[src/rtl/seven_seg_scan_pkg.sv]
// Shared constants for the multiplexed 7-segment display driver.
// The segment table is in abcdefg order, with segment a as the MSB and active-high.
package seven_seg_scan_pkg;

  localparam int MAX_DIGITS = 8;

  localparam logic [6:0] SEG_TABLE [16] = '{
    7'b1111110, 7'b0110000, 7'b1101101, 7'b1111001,
    7'b0110011, 7'b1011011, 7'b1011111, 7'b1110000,
    7'b1111111, 7'b1111011, 7'b1110111, 7'b0011111,
    7'b1001110, 7'b0111101, 7'b1001111, 7'b1000111
  };

  typedef enum logic {
    DARK = 1'b0,
    SCAN = 1'b1
  } scan_state_t;

endpackage

[src/rtl/seven_seg.sv]
// Combinational hex-to-segment decoder (abcdefg, a = MSB).
// INVERT selects active-low segment outputs.
module seven_seg
  import seven_seg_scan_pkg::*;
#(
  parameter bit INVERT = 1'b0
) (
  input  logic [3:0] nibble,
  output logic [6:0] seg
);

  assign seg = SEG_TABLE[nibble] ^ {7{INVERT}};

endmodule

[src/rtl/seven_seg_scan.sv]
// Time-multiplexed N-digit 7-segment scanner with a guard interval, leading-zero blanking and frame-synchronous updates.
// All outputs are registered one cycle behind the prescaler/digit state; polarity is applied after the register.
module seven_seg_scan
  import seven_seg_scan_pkg::*;
#(
  parameter int DIGITS        = 4,
  parameter int CLK_DIV       = 1000,
  parameter int GUARD         = 2,
  parameter bit SEG_INVERT    = 1'b0,
  parameter bit DIG_INVERT    = 1'b0,
  parameter bit BLANK_LEADING = 1'b1
) (
  input  logic                  clk,
  input  logic                  rst_n,
  input  logic                  enable,
  input  logic                  load,
  input  logic [4*DIGITS-1:0]   value,
  input  logic [DIGITS-1:0]     dp_in,
  output logic                  seg_a,
  output logic                  seg_b,
  output logic                  seg_c,
  output logic                  seg_d,
  output logic                  seg_e,
  output logic                  seg_f,
  output logic                  seg_g,
  output logic                  seg_dp,
  output logic [DIGITS-1:0]     digit_en,
  output logic                  frame_done
);

  localparam int DW = (DIGITS > 1) ? $clog2(DIGITS) : 1;
  localparam int PW = $clog2(CLK_DIV);
  localparam logic [DW-1:0] LAST_DIG = DW'(DIGITS - 1);
  localparam logic [PW-1:0] LAST_PRE = PW'(CLK_DIV - 1);

  if (DIGITS < 1 || DIGITS > MAX_DIGITS) begin : g_bad_digits
    $error("seven_seg_scan: DIGITS must be 1..8");
  end

  scan_state_t          state;
  logic [PW-1:0]        presc;
  logic [DW-1:0]        digit;
  logic [4*DIGITS-1:0]  pend_val;
  logic [4*DIGITS-1:0]  act_val;
  logic [DIGITS-1:0]    pend_dp;
  logic [DIGITS-1:0]    act_dp;

  logic [6:0]           seg_q;
  logic                 dp_q;
  logic [DIGITS-1:0]    dig_q;
  logic                 frame_q;

  logic                 in_guard;
  logic [DIGITS-1:0]    blank;
  logic [DIGITS-1:0]    cur_sel;
  logic [3:0]           cur_nib;
  logic                 cur_dp;
  logic                 cur_blank;
  logic [6:0]           dec_seg;

  if (GUARD == 0) begin : g_no_guard
    assign in_guard = 1'b0;
  end else begin : g_guard
    assign in_guard = (presc < PW'(GUARD));
  end

  // Walk from the top digit down; once a non-zero nibble or a dp is seen, nothing below is blank.
  always_comb begin
    logic keep;
    keep  = 1'b0;
    blank = '0;
    for (int k = DIGITS - 1; k >= 0; k--) begin
      keep     = keep | (act_val[4*k +: 4] != 4'h0) | act_dp[k];
      blank[k] = BLANK_LEADING && (k != 0) && !keep;
    end
  end

  always_comb begin
    cur_nib   = 4'h0;
    cur_dp    = 1'b0;
    cur_blank = 1'b0;
    cur_sel   = '0;
    for (int k = 0; k < DIGITS; k++) begin
      if (digit == DW'(k)) begin
        cur_nib    = act_val[4*k +: 4];
        cur_dp     = act_dp[k];
        cur_blank  = blank[k];
        cur_sel[k] = 1'b1;
      end
    end
  end

  seven_seg #(.INVERT(1'b0)) u_dec (
    .nibble (cur_nib),
    .seg    (dec_seg)
  );

  always_ff @(posedge clk or negedge rst_n) begin
    if (!rst_n) begin
      state    <= DARK;
      presc    <= '0;
      digit    <= '0;
      pend_val <= '0;
      pend_dp  <= '0;
      act_val  <= '0;
      act_dp   <= '0;
      seg_q    <= '0;
      dp_q     <= 1'b0;
      dig_q    <= '0;
      frame_q  <= 1'b0;
    end else begin
      if (load) begin
        pend_val <= value;
        pend_dp  <= dp_in;
      end

      seg_q   <= '0;
      dp_q    <= 1'b0;
      dig_q   <= '0;
      frame_q <= 1'b0;

      if (!enable) begin
        state <= DARK;
        presc <= '0;
        digit <= '0;
      end else if (state == DARK) begin
        state   <= SCAN;
        presc   <= '0;
        digit   <= '0;
        act_val <= load ? value : pend_val;
        act_dp  <= load ? dp_in : pend_dp;
      end else begin
        dig_q <= in_guard ? '0 : cur_sel;
        seg_q <= (in_guard || cur_blank) ? 7'h00 : dec_seg;
        dp_q  <= !in_guard && cur_dp;
        if (presc == LAST_PRE) begin
          presc <= '0;
          if (digit == LAST_DIG) begin
            // Frame boundary: a load on this very edge bypasses pending.
            digit   <= '0;
            frame_q <= 1'b1;
            act_val <= load ? value : pend_val;
            act_dp  <= load ? dp_in : pend_dp;
          end else begin
            digit <= digit + DW'(1);
          end
        end else begin
          presc <= presc + PW'(1);
        end
      end
    end
  end

  assign {seg_a, seg_b, seg_c, seg_d, seg_e, seg_f, seg_g} = seg_q ^ {7{SEG_INVERT}};
  assign seg_dp     = dp_q ^ SEG_INVERT;
  assign digit_en   = dig_q ^ {DIGITS{DIG_INVERT}};
  assign frame_done = frame_q;

endmodule

[config.mk]
export PLATFORM = sky130hd
export DESIGN_NAME = seven_seg_scan
export DESIGN_NICKNAME = d
export VERILOG_FILES = /design/src/rtl/seven_seg_scan_pkg.sv /design/src/rtl/seven_seg.sv /design/src/rtl/seven_seg_scan.sv
export SDC_FILE = /design/constraint.sdc
export NUM_CORES = 1
export LEC_CHECK = 0
export CAP_MARGIN = 20
export CORE_MARGIN = 5
export CORE_UTILIZATION = 50
export DETAILED_ROUTE_END_ITERATION = 12
export PLACE_DENSITY = 0.86
export SYNTH_ARGS = -nofsm -noshare
export SYNTH_HDL_FRONTEND = slang
export SYNTH_HIERARCHICAL = 1
export SYNTH_SLANG_ARGS = --single-unit
[constraint.sdc]
create_clock -name clk -period 2.8 [get_ports clk]
set_clock_uncertainty 0.2 [all_clocks]
set_input_delay 0.28 -clock clk [delete_from_list [all_inputs] [get_ports clk]]
set_output_delay 0.28 -clock clk [all_outputs]
set_load 0.01 [all_outputs]
==> results.md, run 1 <==
Clock tree:
- The H-tree depth is 3.
- The TritonCTS clock tree is done.
- CTS saw 66 sinks.
- The cell chosen for the clock root is sky130_fd_sc_hd__clkbuf_8.
- The clock passes through at most 2 buffers.
- Clock-pin slew was measured on the worst setup and hold paths at ~0.07 ns.
- The number of clock buffers added by TritonCTS is 9.
- At the later pin of the worst-skew pair, clock insertion delay measures ~0.34 ns.

Logic synthesis:
- The synthesized netlist occupies a cell area of 3119 um2.
- The number of synthesized register bits is 66.
- The number of instances in the synthesized netlist is around 250.
- The commonest cells after synthesis are 66 x sky130_fd_sc_hd__dfrtp_1, 23 x sky130_fd_sc_hd__mux2_2, 22 x sky130_fd_sc_hd__nor2_1, 20 x sky130_fd_sc_hd__mux2_4, 19 x sky130_fd_sc_hd__nand2_1.
- The proportion of synthesized flip-flops having asynchronous set or reset is 100.0%.
- Among all cell types in the netlist, the one instantiated most often is sky130_fd_sc_hd__dfrtp_1.
- Dividing the synthesized area by the synthesized cell count gives around 12 um2.
- The xor and xnor fraction of the mapped netlist area is 2.246%.
- Counting flops with a built-in enable in the synthesized netlist gives 0.
- The multiplexer share of the synthesized area is between 10% and 20%.
- For this run, the leading register cell type out of synthesis is sky130_fd_sc_hd__dfrtp_1.
- By area the synthesized netlist is led by sky130_fd_sc_hd__dfrtp_1 53%, sky130_fd_sc_hd__mux2_4 9.6%, sky130_fd_sc_hd__mux2_2 8.3%.
- The share of Yosys cell area claimed by the top area cell type is a little over half.
- The synthesized netlist contains 37 unique library cells.
- The number of nets handed over by synthesis was approximately 290.
- During synthesis, Yosys emitted a total of 6 warnings.
- The most area-hungry cell type in the Yosys netlist is sky130_fd_sc_hd__dfrtp_1.
- The complex-gate fraction of the synthesized area is slightly above 5%.
- The post-synthesis share of cell area spent on full adders, half adders and majority gates is 4.813%.
- By area, the combinational part of the netlist is dominated by multiplexers.
- The synthesized-area fraction occupied by and/or/nand/nor cells is a little under an eighth.
- The sequential cell area fraction in the yosys report is a little over half.

Route:
- The detail-routed net length per standard cell is roughly 15 um.
- The count of nets left with antenna violations once routing finished came out at 0.
- The via count of the routed design is 2,026.
- The DRC violation count after routing is 0.
- The detailed-route wire length is approximately 5.9 mm.
- The first TritonRoute pass finished after 4 iterations.
- For this block, the initial DRC count from the detailed router was just over 100.
- Dividing the detail-routed via count by the number of cells gives about 5.3.

Global route:
- The initial antenna violation count is 0.
- The first global-routing pass estimated ~10 mm of wire.
- The via count of the first global-routing pass was 2,090.
- For this run the aggregate overflow at the end of global routing stands at 0.
- The all-layer global routing usage is around 17%.
- The maximum number of pins on one net before global-route repair is 67.

Timing:
- The worst-margin pin slew is 0.3990 ns.
- The share of the clock period used by the worst path is a little over nine tenths.
- Timing would allow up to roughly 0.37 GHz.
- Adding up every negative setup slack in the final design gives 0 ns.
- Headroom to the max-slew limit came out at 73.40%.
- Setup repair after global routing could not meet its margin everywhere.
- Setup slack closes at around 0.086 ns.
- The number of hold violations in the final report is 0.
- After layout, the minimum clock period comes to between 2 and 3 ns.
- The total count of max-transition violations in the final report is 0.
- Setup violations remaining at the end of the flow were counted as 0.

Place:
- The number of placed instances, taps included is about 370.
- In this run the tool buffered the top-level ports with 36 buffer cells.
- Before CTS, the worst setup slack after placement is approximately 0.064 ns.
- The last weighted congestion value of the routability-driven placer is between 0.8 and 0.9.
- After legalization and detailed placement, the total HPWL measured around 4.1 mm.

Run status:
- The run finished with clean final reports.

Setup path:
- The top fanout value on the critical path is 5.
- The startpoint type of the worst setup path is a register.
- STA puts the critical path data arrival time at around 2.7 ns.
- The critical path is of the register to register type.
- The element type at the critical path end is a register.
- The worst endpoint required time is between 2 and 3 ns.

Die:
- For this configuration, the core starts out at a cell density of between 50% and 60%.
- Measured along the y axis, the die boundary spans about 90 um.
- The total number of placement rows is 28.
- From left edge to right edge, the die measures about 89 um.
- The die covers between 7000 and 8000 um2.
- The area of the core is 5991 um2.
- For this design the top-level I/O count stands at 37.

Layout:
- The filler cells instantiated in the layout total 429.
- At the end of the flow the core is filled with cells to between 60 and 70%.
- The final non-filler cell total is ~380.
- The post-route netlist has approximately a quarter of its cells at a drive strength greater than 1.
- In the final layout, the multi-input gates occupy between 1000 and 1500 um2.
- For this run, the post-layout net count is 340.
- 0 antenna diodes ended up in the layout.
- In the final layout, flip-flops and latches occupy 1652 um2.
- The layout overhead on the synthesized area is 26.31%.

Pwr:
- The total power density per cell area is between 600 and 700 nW/um2.
- The static leakage is roughly 1.8 nW.
- The total power of the final layout is roughly 0.0026 W.
- The worst-case IR drop observed on VDD is roughly 460 uV.

Run:
- Max-cap violations in this run came to 0.

Hold path:
- The class of the worst hold path is register to register.
-- critical path, cell delays in order (launching register included) --
cell	delay [ns]
sky130_fd_sc_hd__dfrtp_1	0.42
sky130_fd_sc_hd__inv_1	0.08
sky130_fd_sc_hd__ha_1	0.21
sky130_fd_sc_hd__nor2b_4	0.14
sky130_fd_sc_hd__a221oi_1	0.35
sky130_fd_sc_hd__o31ai_2	0.16
sky130_fd_sc_hd__inv_2	0.11
sky130_fd_sc_hd__buf_4	0.13
sky130_fd_sc_hd__ha_1	0.14
sky130_fd_sc_hd__inv_1	0.05
sky130_fd_sc_hd__mux4_1	0.51
sky130_fd_sc_hd__nand2_1	0.07
sky130_fd_sc_hd__nor2_1	0.03
-- logic make-up (layout without fill, tap and decap cells) --
kind of cell,Yosys count,after routing
AOI/OAI and AO/OA,21,21
DFF,66,66
buffers and inverters,20,77
muxes,47,47
xor gates and xnor gates,8,8
adders and majority gates,12,12
and+or+nand+nor,78,78
-- metal layers --
layer  up-vias  wire length, um  track usage, %
met3         6              227           4.240
met5         -                0               0
met4         0               72           7.307
met1       995             2665           20.96
li1        976                -               -
met2        49             2937           26.72
-- path summary, 6_finish.rpt --
path / startpoint / endpoint / slack [ns] / cells after the start
hold / removal: presc[0] / presc[0] / 0.26 / 1
setup reg to reg: digit[0] / seg_q[3] / 0.09 / 12
min in group asynchronous: rst_n / presc[5] / 0.30 / 3
hold reg to reg: presc[0] / presc[0] / 0.26 / 1
setup / recovery: digit[0] / seg_q[3] / 0.09 / 12
max in group asynchronous: rst_n / act_val[1] / 1.81 / 3
-- placed cells by master (no fill, tap or decap), types with 2 or more instances in the layout --
master and instances:
sky130_fd_sc_hd__dfrtp_1 66, sky130_fd_sc_hd__clkdlybuf4s50_1 35, sky130_fd_sc_hd__mux2_2 23, sky130_fd_sc_hd__nor2_1 22, sky130_fd_sc_hd__mux2_4 20, sky130_fd_sc_hd__nand2_1 19, sky130_fd_sc_hd__buf_4 13, sky130_fd_sc_hd__ha_1 10
sky130_fd_sc_hd__clkbuf_8 10, sky130_fd_sc_hd__inv_1 9, sky130_fd_sc_hd__nor3_1 9, sky130_fd_sc_hd__nor2b_1 6, sky130_fd_sc_hd__xnor2_1 6, sky130_fd_sc_hd__a221oi_1 5, sky130_fd_sc_hd__and2_1 5, sky130_fd_sc_hd__a21oi_1 5
sky130_fd_sc_hd__nand3_1 4, sky130_fd_sc_hd__bufinv_16 4, sky130_fd_sc_hd__o31ai_1 3, sky130_fd_sc_hd__mux2i_1 3, sky130_fd_sc_hd__o31ai_2 2, sky130_fd_sc_hd__nor4_1 2, sky130_fd_sc_hd__or3_1 2, sky130_fd_sc_hd__and3_1 2
sky130_fd_sc_hd__xor2_1 2
-- what timing repair did --
action | in CTS | in global routing
setup buffers | 0 | 1
hold buffers | 1 | 0
hold endpoints to repair | 66 | 0
setup endpoints to repair | 0 | 2
resized for setup | 0 | 5
-- sequential cells by signal, summed over array words and instances, names as in the netlist, 2 cells and up --
| name | flops |
|---|---|
| act_dp | 4 |
| presc | 10 |
| digit | 2 |
| seg_q | 7 |
| pend_val | 16 |
| digit_en | 4 |
| pend_dp | 4 |
| act_val | 16 |
-- power by group --
group	internal [W]	switching, W	total, W	leakage (nW)
clock	0.000709	0.000364	0.00107	0.133
combinational	0.000241	0.000167	0.000408	0.822
sequential	0.00104	0.0000633	0.00111	0.829
-- through the flow --
| step | instance area, um2 | hold slack (ns) |
|---|---|---|
| final | 3940 | 0.2564 |
| after global routing | 3940 | 0.2754 |
| after CTS | 3910 | 0.2607 |
| after detailed placement | 3626 | 0.1188 |
| after global placement | 3626 | 0.1120 |
| after floorplan | 3129 | -0.2156 |
-- layout make-up --
class | count | share of cell area [%]
Sequential cell | 66 | 41.92
Multi-Input combinational cell | 166 | 35.54
Timing Repair Buffer | 51 | 12.26
Clock buffer | 10 | 3.493
Clock inverter | 6 | 3.461
Tap cell | 75 | 2.382
Inverter | 10 | 0.9527
Note: power is estimated with default switching activity, not from simulation.
==> inputs of run 2 (changes only) <==
PLACE_DENSITY = 0.87   (was 0.86)
SYNTH_HIERARCHICAL = default   (was 1)
==> run 2 against run 1 <==
Against the previous run:
- synthesized cell count shrank 4.4%
- final area fell by 6.3%
- combinational power down 16%
- global-route usage is 0.22 points lower
- largest cell class unchanged
==> results.md, run 2 <==
Run status:
- The flow ran to the end, and the final reports show no timing, DRC or antenna violations.

Place:
- The last weighted congestion value of the routability-driven placer is 0.8840 (+5.7%).
- The number of buffers inserted by port buffering came to 36 (unchanged).
- The post-DP HPWL is 4.054 mm (-0.94%).

Timing:
- The number of hold violations in the final report is 0 (unchanged).
- The total count of max-transition violations in the final report is 0 (unchanged).
- The headroom to the max-slew limit is 41.63% (-32 points).
- The minimum clock period after layout is 2.572 ns (-0.1425 ns).
- The final-layout setup total negative slack came to 0 ns (unchanged).
- Setup repair after global routing left no endpoint under its margin.
- The share of the clock period used by the worst path is 91.86% (-5.1 points).
- The worst-margin pin slew is 0.8682 ns (+0.4692 ns).
- The total of endpoints with negative setup slack in the final report is 0 (unchanged).
- The upper clock frequency limit came to 0.3888 GHz (+5.5%).

Logic synthesis:
- The library cell with the highest instance count after synthesis is sky130_fd_sc_hd__dfrtp_1.
- The number of enable-type register cells in the synthesized netlist is 0 (unchanged).
- The synthesized area divided by synthesized cell count is 12.69 um2 (+2.6%).
- Yosys attributes the largest share of cell area to sky130_fd_sc_hd__dfrtp_1 54%, sky130_fd_sc_hd__mux2_2 15%, sky130_fd_sc_hd__ha_1 4.5%.
- The sequential cell area fraction in the yosys report was 53.99% (+1.0 points).
- The dominant synthesized flop cell is sky130_fd_sc_hd__dfrtp_1.
- The share of Yosys cell area claimed by the top area cell type is 53.99% (+1.0 points).
- The number of instances in the synthesized netlist came to 241 (-4.4%).
- Counting instances in the post-synthesis netlist gives the leading cell types as 66 x sky130_fd_sc_hd__dfrtp_1, 40 x sky130_fd_sc_hd__mux2_2, 18 x sky130_fd_sc_hd__nor2_1, 11 x sky130_fd_sc_hd__ha_1, 9 x sky130_fd_sc_hd__inv_1.
- The number of distinct library cells after synthesis is 45 (+22%).
- The proportion of synthesized flip-flops having asynchronous set or reset is 100.0% (unchanged).
- The most area-hungry cell type in the Yosys netlist is sky130_fd_sc_hd__dfrtp_1.
- The netlist area before placement came to 3059 um2 (-1.9%).
- The total nets after synthesis is 276 (-4.2%).
- The number of synthesized register bits is 66 (unchanged).
- The total number of yosys warnings is 0 (-6).

Clock tree:
- The clock edge transition at the registers on the reported setup and hold paths is 0.06 ns (about the same).
- The TritonCTS clock tree is done.
- The post-CTS setup buffer count is 0 (unchanged).
- The largest buffer count on any clock path is 2 (unchanged).
- The root buffer cell chosen for the clock tree is sky130_fd_sc_hd__clkbuf_8.
- The H-tree depth is 3 (unchanged).
- The number of buffers added by the clock tree synthesis step is 9 (unchanged).
- The later-pin clock latency in the skew report came to 0.34 ns (about the same).
- The number of sinks on the clock net was 66 (unchanged).

Global route:
- The maximum number of pins on one net before global-route repair came to 36 (-46%).
- The all-layer global routing usage is 16.28% (-0.22 points).
- The first-pass GRT wire length was 9.625 mm (-1.7%).
- The via count of the first global-routing pass is 2,126 (+1.7%).
- The initial antenna violation count is 0 (unchanged).
- The global-route congestion overflow total is 0 (unchanged).

Route:
- The post-route antenna net violation count was 0 (unchanged).
- The via count of the routed design is 1,994 (-1.6%).
- The detailed-route wire length is 5.517 mm (-6.5%).
- The DRC violation count after routing was 0 (unchanged).
- The detail-routed net length per standard cell is 15.12 um (-1.7%).
- The violation count after the first detailed-routing iteration was 74 (-27%).
- The number of vias per cell is 5.463 (+3.5%).
- The detailed-router iteration count before antenna repair came to 4 (unchanged).

Die:
- The die outline height came to 88.22 um (-0.86%).
- The area enclosed by the die boundary is 7783 um2 (-1.7%).
- The total number of placement rows is 28 (unchanged).
- The area of the core came to 5921 um2 (-1.2%).
- The width of the die came to 88.22 um (-0.86%).
- The top-level port count came to 37 (unchanged).
- The initial core utilization is 51.67% (-0.40 points).

Layout:
- The area growth from synthesis to layout is 20.70%.
- The fill cell total of the finished layout came to 474 (+10%).
- The fraction of final layout cells with drive strength greater than 1 came to 25.17% (-1.4 points).
- In the layout the commonest cells are 66 x sky130_fd_sc_hd__dfrtp_1, 40 x sky130_fd_sc_hd__mux2_2, 35 x sky130_fd_sc_hd__clkdlybuf4s50_1.
- The most common cell after layout, fill and taps aside is sky130_fd_sc_hd__dfrtp_1.
- The largest registers in the layout are act_val x16, pend_val x16, presc x10.
- The number of diodes added for antenna fixing is 0 (unchanged).
- The area of the multi-input gates is 1285 um2 (-8.2%).
- The sequential cell area came to 1652 um2 (unchanged).
- The layout net count is 320 (-5.9%).

Setup path:
- The signal arrival time at the worst endpoint is 2.62 ns (-0.12 ns).
- The worst endpoint required time is 2.85 ns (+0.02 ns).
- The count of cells along the worst register-to-register path came to 9 (-3).
- The worst setup path is captured at a register.
- STA classifies the critical path startpoint as a register.
- The top fanout value on the critical path was 11 (+6).
- The setup path with the least slack is of type register to register.

Pwr:
- The total power density per cell area came to 605.3 nW/um2 (-7.8%).
- The maximum VDD drop is 315.7 uV (-31%).
- The total power of the final layout is 0.002235 W (-14%).
- The static leakage is 1.593 nW (-11%).

Run:
- The number of violations of the max-capacitance limit came to 0 (unchanged).

Hold path:
- The worst hold path stage count came to 1 (unchanged).
- The worst hold path belongs to the class input pin to register.
run 2: power breakdown:
part | total (W) | internal (W) | leakage, nW | switching (W)
Combinational | 0.000342 | 0.000186 | 0.663 | 0.000157
Clock | 0.000790 | 0.000460 | 0.101 | 0.000330
Sequential | 0.00110 | 0.00104 | 0.829 | 0.0000598
run 2: critical path, stage by stage, from the launching register on:
cell                      delay (ns)
sky130_fd_sc_hd__dfrtp_1        0.41
sky130_fd_sc_hd__inv_1          0.09
sky130_fd_sc_hd__ha_1           0.33
sky130_fd_sc_hd__nor2b_1        0.12
sky130_fd_sc_hd__a221o_1        0.32
sky130_fd_sc_hd__a22oi_2        0.22
sky130_fd_sc_hd__inv_1          0.16
sky130_fd_sc_hd__ha_1           0.25
sky130_fd_sc_hd__a211o_1        0.26
sky130_fd_sc_hd__a21oi_1        0.13
run 2: final timing paths:
check	from	endpoint	slack (ns)
max in group asynchronous	rst_n	seg_q[0]	1.46
max reg2reg	digit[1]	seg_q[3]	0.23
max	digit[1]	seg_q[3]	0.23
min	enable	state	0.27
min in group asynchronous	rst_n	pend_val[5]	0.32
min reg2reg	pend_val[1]	pend_val[1]	0.30
run 2: logic make-up (layout without fill, tap and decap cells):
| kind of cell | count (synthesis) | after routing | share of synthesized area (%) |
|---|---|---|---|
| DFF | 66 | 66 | 53.99 |
| xor gates and xnor gates | 7 | 7 | 2.004 |
| buffers and inverters | 20 | 69 | 4.171 |
| and+or+nand+nor | 62 | 62 | 11.70 |
| AOI/OAI and AO/OA | 30 | 30 | 7.280 |
| adders and majority gates | 11 | 11 | 4.499 |
| muxes | 45 | 45 | 16.36 |
run 2: area by class of cell:
type	instances	share of cell area, %
Inverter	9	0.9149
Sequential cell	66	44.73
Clock inverter	2	0.9488
Timing Repair Buffer	44	11.66
Clock buffer	14	4.405
Multi-Input combinational cell	155	34.80
Tap cell	75	2.542
run 2: per-stage QoR:
| step | hold WS, ns | area [um2] | util [%] | setup slack (ns) | std cells |
|---|---|---|---|---|---|
| 2_1_floorplan | -0.2156 | 3059 | - | 0.2542 | 241 |
| 3_3_place_gp | 0.1619 | 3480 | 58.77 | 0.2877 | 348 |
| 3_5_place_dp | 0.1678 | 3480 | 58.77 | 0.1130 | 348 |
| 4_1_cts | 0.2600 | 3687 | 62.28 | 0.08670 | 365 |
| 5_1_grt | 0.2612 | 3692 | 62.36 | 0.02595 | 365 |
| 6_report | 0.2711 | 3692 | 62.36 | 0.2280 | 365 |
run 2: routing by layer:
metal,vias to the layer above,wire [um],global-route usage (%)
li1,940,-,-
met1,1002,2390,19.38
met2,42,2785,27.26
met3,10,221,4.283
met4,0,119,8.242
met5,-,0,0
run 2: what timing repair did:
item / 4_1_cts / 5_1_grt
hold buffers: 1 / 0
resized for setup: 0 / 1
endpoints found under the setup margin: 0 / 5
endpoints found under the hold margin: 31 / 0
==> inputs of run 3 (changes only) <==
CORE_UTILIZATION = 40   (was 50)
GPL_ROUTABILITY_DRIVEN = 0   (was default)
PLACE_DENSITY = 0.74   (was 0.87)
==> run 3 against run 2 <==
Against the previous run:
- largest cell class unchanged
- clock-buffer cell count fell by 2
- global-route usage down 3.9 points
- worst hold slack lost 0.012 ns
- non-clock buffer count is the same
- sequential cell count stayed put
- first-iteration DRC count is 30% lower
- utilization is 12 points lower
- die area is 22% higher
- critical path type unchanged
- cell count rose by 6.0%
- final area up 0.41%
==> results.md, run 3 (synthesis results as in run 2) <==
Hold path:
- The path class of the tightest hold or removal check is input pin to register.

Layout:
- The fraction of final layout cells with drive strength greater than 1 is 26.39% (+1.2 points).
- The sequential cell area is 1652 um2 (unchanged).
- The fill cell total of the finished layout is 633 (+34%).
- The most common cell after layout, fill and taps aside is sky130_fd_sc_hd__dfrtp_1.
- The top cell types in the final layout, fill and taps aside, are 66 x sky130_fd_sc_hd__dfrtp_1, 40 x sky130_fd_sc_hd__mux2_2, 35 x sky130_fd_sc_hd__clkdlybuf4s50_1.
- Compared with the post-synthesis result, the final layout area differs by 21.19%.
- The area of the multi-input gates is 1290 um2 (+0.39%).
- The final design instance area without fill is 3707 um2 (+0.41%).
- The layout net count came to 320 (unchanged).
- The largest registers in the layout are act_val x16, pend_val x16, presc x10.
- The number of diodes added for antenna fixing was 0 (unchanged).

Global route:
- The maximum number of pins on one net before global-route repair is 38 (+5.6%).
- The global-route congestion overflow total is 0 (unchanged).
- The initial antenna violation count is 0 (unchanged).
- The all-layer global routing usage is 12.38% (-3.9 points).
- The via count of the first global-routing pass is 1,988 (-6.5%).
- The first-pass GRT wire length was 9.439 mm (-1.9%).

Run status:
- The flow ran to the end, and the final reports show no timing, DRC or antenna violations.

Pwr:
- The maximum VDD drop is 199.7 uV (-37%).
- The total power density per cell area is 579.5 nW/um2 (-4.3%).
- The static leakage is 1.578 nW (-0.92%).
- The total power of the final layout is 0.002148 W (-3.9%).

Timing:
- The headroom to the max-slew limit came to 42.14% (+0.51 points).
- Setup repair after global routing left no endpoint under its margin.
- The worst setup margin is 0.2228 ns (-0.005218 ns).
- The upper clock frequency limit came to 0.3880 GHz (-0.20%).
- The number of hold violations in the final report was 0 (unchanged).
- The total of endpoints with negative setup slack in the final report is 0 (unchanged).
- The minimum clock period after layout is 2.577 ns (+0.005218 ns).
- The share of the clock period used by the worst path is 92.04% (+0.19 points).
- The worst-margin pin slew is 0.8606 ns (-0.007547 ns).
- The final worst hold slack was 0.2595 ns (-0.01159 ns).
- The final-layout setup total negative slack came to 0 ns (unchanged).
- The total count of max-transition violations in the final report was 0 (unchanged).

Die:
- The total number of placement rows is 31 (+11%).
- The width of the die is 97.45 um (+10%).
- The top-level port count is 37 (unchanged).
- The area enclosed by the die boundary was 9497 um2 (+22%).
- The die outline height is 97.45 um (+10%).
- The area of the core is 7331 um2 (+24%).
- The initial core utilization was 41.73% (-9.9 points).

Clock tree:
- TritonCTS built the clock tree.
- The number of sinks on the clock net is 66 (unchanged).
- The clock edge transition at the registers on the reported setup and hold paths is 0.07 ns (about the same).
- The later-pin clock latency in the skew report came to 0.34 ns (about the same).
- The largest buffer count on any clock path came to 2 (unchanged).
- The H-tree depth is 3 (unchanged).
- The post-CTS setup buffer count came to 0 (unchanged).
- The tree is rooted in a sky130_fd_sc_hd__clkbuf_8.
- The number of buffers added by the clock tree synthesis step came to 9 (unchanged).

Place:
- The placement-stage cell area was 3510 um2 (+0.86%).
- The number of buffers inserted by port buffering came to 36 (unchanged).
- The post-placement setup slack is 0.1290 ns (+0.01596 ns).
- The post-DP HPWL was 3.934 mm (-3.0%).

Run:
- The number of violations of the max-capacitance limit was 0 (unchanged).

Setup path:
- The signal arrival time at the worst endpoint is 2.63 ns (about the same).
- The top fanout value on the critical path is 11 (unchanged).
- The critical setup path kind is register to register.
- STA classifies the critical path startpoint as a register.
- STA classifies the critical path endpoint as a register.
- The worst endpoint required time is 2.85 ns (about the same).

Route:
- The detailed-route wire length is 5.393 mm (-2.2%).
- The detail-routed net length per standard cell is 13.94 um (-7.8%).
- The via count of the routed design is 1,955 (-2.0%).
- The violation count after the first detailed-routing iteration came to 52 (-30%).
- The post-route antenna net violation count is 0 (unchanged).
- The detailed-router iteration count before antenna repair was 4 (unchanged).
- The number of vias per cell came to 5.052 (-7.5%).
- The DRC violation count after routing was 0 (unchanged).
-- run 3: worst max-delay path, stage by stage, from the launching register on --
cell	delay [ns]
sky130_fd_sc_hd__dfrtp_1	0.41
sky130_fd_sc_hd__inv_1	0.10
sky130_fd_sc_hd__ha_1	0.33
sky130_fd_sc_hd__nor2b_1	0.11
sky130_fd_sc_hd__a221o_1	0.31
sky130_fd_sc_hd__a22oi_2	0.23
sky130_fd_sc_hd__inv_1	0.16
sky130_fd_sc_hd__ha_1	0.25
sky130_fd_sc_hd__a211o_1	0.26
sky130_fd_sc_hd__a21oi_1	0.13
-- run 3: power by group --
part | switching (W) | total [W] | internal (W)
Clock | 0.000328 | 0.000710 | 0.000382
Combinational | 0.000154 | 0.000339 | 0.000185
Sequential | 0.0000568 | 0.00110 | 0.00104
-- run 3: cell type report --
type                       instances  share of cell area, %
sequential                        66                  44.55
multi-input combinational        155                  34.80
timing repair buffer              44                  11.61
clock buffer                      12                  4.455
tap                               99                  3.341
inverter                           9                 0.9112
clock inverter                     2                 0.3375
-- run 3: final timing paths --
kind | start | to | slack, ns | cells past startpoint
worst min register to register | presc[0] | presc[0] | 0.29 | 1
worst min-delay path | enable | state | 0.26 | 1
min in group asynchronous | rst_n | seg_q[4] | 0.30 | 2
max in group asynchronous | rst_n | presc[4] | 1.47 | 3
worst max register to register | digit[1] | seg_q[3] | 0.22 | 9
worst max-delay path | digit[1] | seg_q[3] | 0.22 | 9
-- run 3: timing repair --
action	4_1_cts	5_1_grt
endpoints found under the hold margin	29	0
endpoints found under the setup margin	0	5
gates resized for setup	0	3
hold buffers	1	0
-- run 3: stage by stage --
step / util (%) / instances
after floorplan: - / 241
after global placement: 47.88 / 372
after detailed placement: 47.88 / 372
after CTS: 50.44 / 387
final: 50.57 / 387
after global routing: 50.57 / 387
-- run 3: layer usage --
layer  GRT usage, %  wire [um]  vias up
met1          15.34       2467      969
met4          5.431         76        0
met2          19.29       2613       35
met5              0          0        -
met3          4.594        236        7
li1               -          -      944
